### src/rtl/serial_adder.sv
// serial_adder: bit-serial unsigned adder, one full-adder cell, LSB first.
// Latency: WIDTH cycles from the accepting edge to the result edge; done pulses for one cycle.
// Backpressure: start is ignored while busy; sum/cout hold the last result until the next completes.
module serial_adder #(
  parameter int WIDTH = 8
) (
  input  logic             clk,
  input  logic             rst_n,
  input  logic             start,
  input  logic [WIDTH-1:0] a,
  input  logic [WIDTH-1:0] b,
  output logic             busy,
  output logic             done,
  output logic [WIDTH-1:0] sum,
  output logic             cout
);

  // Counter wide enough to reach WIDTH-1; kept at least one bit for WIDTH=1.
  localparam int CW = (WIDTH > 1) ? $clog2(WIDTH) : 1;
  localparam logic [CW-1:0] LAST = CW'(WIDTH - 1);

  typedef enum logic {
    IDLE = 1'b0,
    RUN  = 1'b1
  } state_t;

  state_t           state_q, state_d;
  logic [WIDTH-1:0] a_sr_q, a_sr_d;
  logic [WIDTH-1:0] b_sr_q, b_sr_d;
  logic [WIDTH-1:0] res_q, res_d;
  logic             carry_q, carry_d;
  logic [CW-1:0]    cnt_q, cnt_d;
  logic [WIDTH-1:0] sum_q, sum_d;
  logic             cout_q, cout_d;
  logic             done_q, done_d;

  logic             s_bit;
  logic             c_next;
  logic [WIDTH-1:0] res_shift;

  // Single full-adder cell on the operand LSBs; the new sum bit enters at the MSB end
  // so that after WIDTH shifts the result register holds the sum in natural bit order.
  always_comb begin
    s_bit     = a_sr_q[0] ^ b_sr_q[0] ^ carry_q;
    c_next    = (a_sr_q[0] & b_sr_q[0]) | (a_sr_q[0] & carry_q) | (b_sr_q[0] & carry_q);
    res_shift = (res_q >> 1) | (WIDTH'(s_bit) << (WIDTH - 1));
  end

  // Next-state and datapath control for the IDLE/RUN sequencer.
  always_comb begin
    state_d = state_q;
    a_sr_d  = a_sr_q;
    b_sr_d  = b_sr_q;
    res_d   = res_q;
    carry_d = carry_q;
    cnt_d   = cnt_q;
    sum_d   = sum_q;
    cout_d  = cout_q;
    done_d  = 1'b0;
    unique case (state_q)
      IDLE: begin
        if (start) begin
          a_sr_d  = a;
          b_sr_d  = b;
          res_d   = '0;
          carry_d = 1'b0;
          cnt_d   = '0;
          state_d = RUN;
        end
      end
      RUN: begin
        a_sr_d  = a_sr_q >> 1;
        b_sr_d  = b_sr_q >> 1;
        carry_d = c_next;
        res_d   = res_shift;
        cnt_d   = cnt_q + CW'(1);
        if (cnt_q == LAST) begin
          // Last bit: publish the result including this cycle's sum bit and carry.
          sum_d   = res_shift;
          cout_d  = c_next;
          done_d  = 1'b1;
          cnt_d   = '0;
          state_d = IDLE;
        end
      end
      default: state_d = IDLE;
    endcase
  end

  // State and datapath registers; reset aborts any operation in flight.
  always_ff @(posedge clk or negedge rst_n) begin
    if (!rst_n) begin
      state_q <= IDLE;
      a_sr_q  <= '0;
      b_sr_q  <= '0;
      res_q   <= '0;
      carry_q <= 1'b0;
      cnt_q   <= '0;
      sum_q   <= '0;
      cout_q  <= 1'b0;
      done_q  <= 1'b0;
    end else begin
      state_q <= state_d;
      a_sr_q  <= a_sr_d;
      b_sr_q  <= b_sr_d;
      res_q   <= res_d;
      carry_q <= carry_d;
      cnt_q   <= cnt_d;
      sum_q   <= sum_d;
      cout_q  <= cout_d;
      done_q  <= done_d;
    end
  end

  assign busy = (state_q == RUN);
  assign done = done_q;
  assign sum  = sum_q;
  assign cout = cout_q;

endmodule

### config.mk
export PLATFORM = sky130hd
export DESIGN_NAME = serial_adder
export DESIGN_NICKNAME = d
export VERILOG_FILES = /design/src/rtl/serial_adder.sv
export SDC_FILE = /design/constraint.sdc
export NUM_CORES = 1
export LEC_CHECK = 0
export ABC_AREA = 1
export CORE_MARGIN = 4
export CORE_UTILIZATION = 46
export CTS_CLUSTER_DIAMETER = 80
export DETAILED_ROUTE_END_ITERATION = 16
export GPL_TIMING_DRIVEN = 0
export PLACE_DENSITY = 0.75
export SKIP_CTS_REPAIR_TIMING = 1
export SLEW_MARGIN = 0
export SYNTH_ARGS = -nofsm -noshare
export SYNTH_HDL_FRONTEND = slang
export SYNTH_SLANG_ARGS = --single-unit
### constraint.sdc
create_clock -name clk -period 1.43 [get_ports clk]
set_clock_uncertainty 0.2 [all_clocks]
set_input_delay 0.143 -clock clk [delete_from_list [all_inputs] [get_ports clk]]
set_output_delay 0.143 -clock clk [all_outputs]
set_load 0.1 [all_outputs]
==> results.toml <==
[clock_network]
cts_tree = "yes"
htreeDepth = 2
cts_buffers = 5
cts_buffer_depth = 2
cts_num_sinks = 38
clock_latency_ps = 350
path_clk_slew_ps = 110
root_buffer = "clkbuf_4"

[timing]
rsz0062_at_grt = "true"
setup_viol = 0
hold_viol = 0
relSlewSlack_pct = 45.0
fin_crit_sh_pct = 98.6
final.min_clock_period_ps = 1410
holdWs_ps = 143
fmaxAchievable_mhz = 710
drv_slew = 0
worstMarginPinSlew_ps = 824

[logic_synthesis]
synth.most_common_cell = "nand2_1"
yosysUniqueCellTypes = 15
yosys-top-cells-area = "dfrtp_1 (59%), nand2_1 (14%), nand3_1 (9.4%), o21ai_0 (3.8%), buf_6 (3.5%)"
synth_top_cell_area_share_pct = 59.4
synth_edf_count = 0
async_flop_share_pct = 100
synth_top_family_by_area = "simple AND/OR/NAND/NOR gates"
netlist_instances = 170
avgSynthCellArea_sq_um = 9.42
synth_top_flop_cell = "dfrtp_1"
synth.mux.area_fraction_pct = 0
synthXorXnorAreaFrac_pct = 0
synth.largest_area_cell = "dfrtp_1"
ys_warn_count = 0
syn_area_sq_um = 1600
ys_ff_latch = 38
syn-num-nets = 192
ys_top_cells_by_count = "nand2_1 (60), dfrtp_1 (38), nand3_1 (30), o21ai_0 (12), inv_1 (9)"
ys_seq_area_share_pct = 59.4
synth_compound_area_share_pct = 5.00
synth-simple-area-share_pct = 25.5
synthAdderAreaFrac_pct = 2.81

[die]
die_w_um = 67.0
io_pins = 30
die_area_sq_um = 4490
die_y_um = 67.0
core-area_sq_um = 3340
rows = 21
initial_core_util_pct = 48.0

[place]
dp_cells = 244
place_hpwl_mm = 2.30
gp_congestion = 0.804
io_buffers = 28

[power]
total_power_mw = 4.82
pwr-share-comb_pct = 51.7
sequentialPowerShare_pct = 36.4
peakVddDrop_mv = 0.808
intPower_mw = 2.52
switchingPower_mw = 2.30
power.share.clock_pct = 11.8
p_leak_nw = 1.02
powerDensity_nw_per_um2 = 2320
switching_share_pct = 47.8

[setup_path]
max_stage_delay_ps = 520
end_kind = "output pin"
start_kind = "flip-flop"
arrival_ps = 1070
rr_startpoint = "cnt_q[0]"
cp_max_fo = 3
cp_data_required_time_ps = 1090
crit_path_end = "busy"
regToRegSetupSlack_ps = 30
r2r_cells = 5
cp_num_buf_inv = 1
path_depth = 1
critical_path_class = "flip-flop to output pin"
cp_slowest_cell = "dfrtp_4"
r2r-end = "cout"
crit_family = "flip-flops"
path_cells = "buf_6"
critical_path.startpoint = "busy"

[layout]
diodes = 0
num-nets-final = 233
regArea_sq_um = 955
final_util_pct = 62.1
stdcell_count = 257
multi_input_area_sq_um = 554
nFillCells = 306
layout-drive-gt1-share_pct = 17.5
area_delta_synth_final_pct = 29.5

[global_route]
grt_pass1_vias = 1284
antenna_found_initial = 0
grt.overflow.total = 0
grt_pass1_wl_mm = 5.58
grt_max_degree = 39
track_usage_pct = 16.7

[detailed_routing]
ant_nets = 0
drt_wl_total_mm = 3.28
via_per_inst = 5.00
drt-wirelength-per-cell_um = 12.7
drc = 0
drt_iter0_markers = 59
num_vias = 1286
first_pass_iters = 4

[run]
drv_cap = 0

[outcome]
status = "completed"

[hold_path]
min_path_type = "input port to flip-flop"
flip-flops by register name, indices dropped and copies added, names as in the netlist:
name / flops
cnt_q: 3
carry_q: 1
a_sr_q: 8
cout: 1
busy: 1
done: 1
b_sr_q: 8
res_q: 7
sum: 8
metrics by stage:
stage	setup WS, ps	area [sq um]	setup TNS [ps]
final	20.6	2070	0
after global placement	-989	1950	-33840
after detailed placement	-472	1940	-5050
after global routing	-16.1	2070	-74.0
after floorplan	-12.0	1610	-165
after CTS	-869	2000	-9660
layout by cell type (no fill, tap or decap), types with 2 or more instances in the layout:
master           instances
nand2_1                 60
dfrtp_1                 37
nand3_1                 30
clkdlybuf4s50_1         16
buf_4                   11
o21ai_1                 11
inv_1                    9
buf_6                    7
clkbuf_4                 7
o21ai_0                  5
buf_2                    3
nor2_1                   2
dlygate4sd3_1            2
buf_12                   2
routing by layer:
layer | vias up | wire length, um | global-route usage (%)
li1 | 624 | - | -
met1 | 613 | 1410 | 18.6
met2 | 43 | 1580 | 28.1
met3 | 6 | 230 | 6.75
met4 | 0 | 55 | 6.84
met5 | - | 0 | 0
area by class of cell:
| type | count | share of cell area, % |
|---|---|---|
| multi-input combinational | 113 | 26.7 |
| timing repair buffer | 34 | 15.8 |
| sequential | 38 | 46.0 |
| inverter | 10 | 1.93 |
| tap | 46 | 2.78 |
| buffer | 9 | 4.10 |
| clock buffer | 7 | 2.66 |
power groups by stage:
stage,clock [mW],combinational (mW),sequential [mW]
floorplan,0,0.895,2.64
global route,0.624,2.70,1.81
CTS,0.577,2.37,1.75
global placement,0,2.31,1.75
detailed placement,0,2.37,1.77
finish,0.570,2.49,1.76
worst min path at each step:
stage	from	to	slack [ps]	depth (start not counted)
detailed placement	rst_n	done	80	1
CTS	rst_n	sum[2]	-300	1
floorplan	rst_n	a_sr_q[0]	-350	0
finish	a[7]	a_sr_q[7]	140	3
global route	b[7]	b_sr_q[7]	160	3
global placement	b_sr_q[7]	b_sr_q[7]	260	2
cells by family after synthesis:
kind of cell | count (synthesis)
adders and majority gates | 3
DFF | 38
AOI/OAI and AO/OA | 16
buffers and inverters | 19
and+or+nand+nor | 94
worst register-to-register path, cell delays in order, from the launching register on:
cell     delay (ps)
dfrtp_1         420
ha_2            200
ha_4            170
nand2_4          90
buf_4           140
o21ai_0          70
Power figures use the tool's default switching activity.
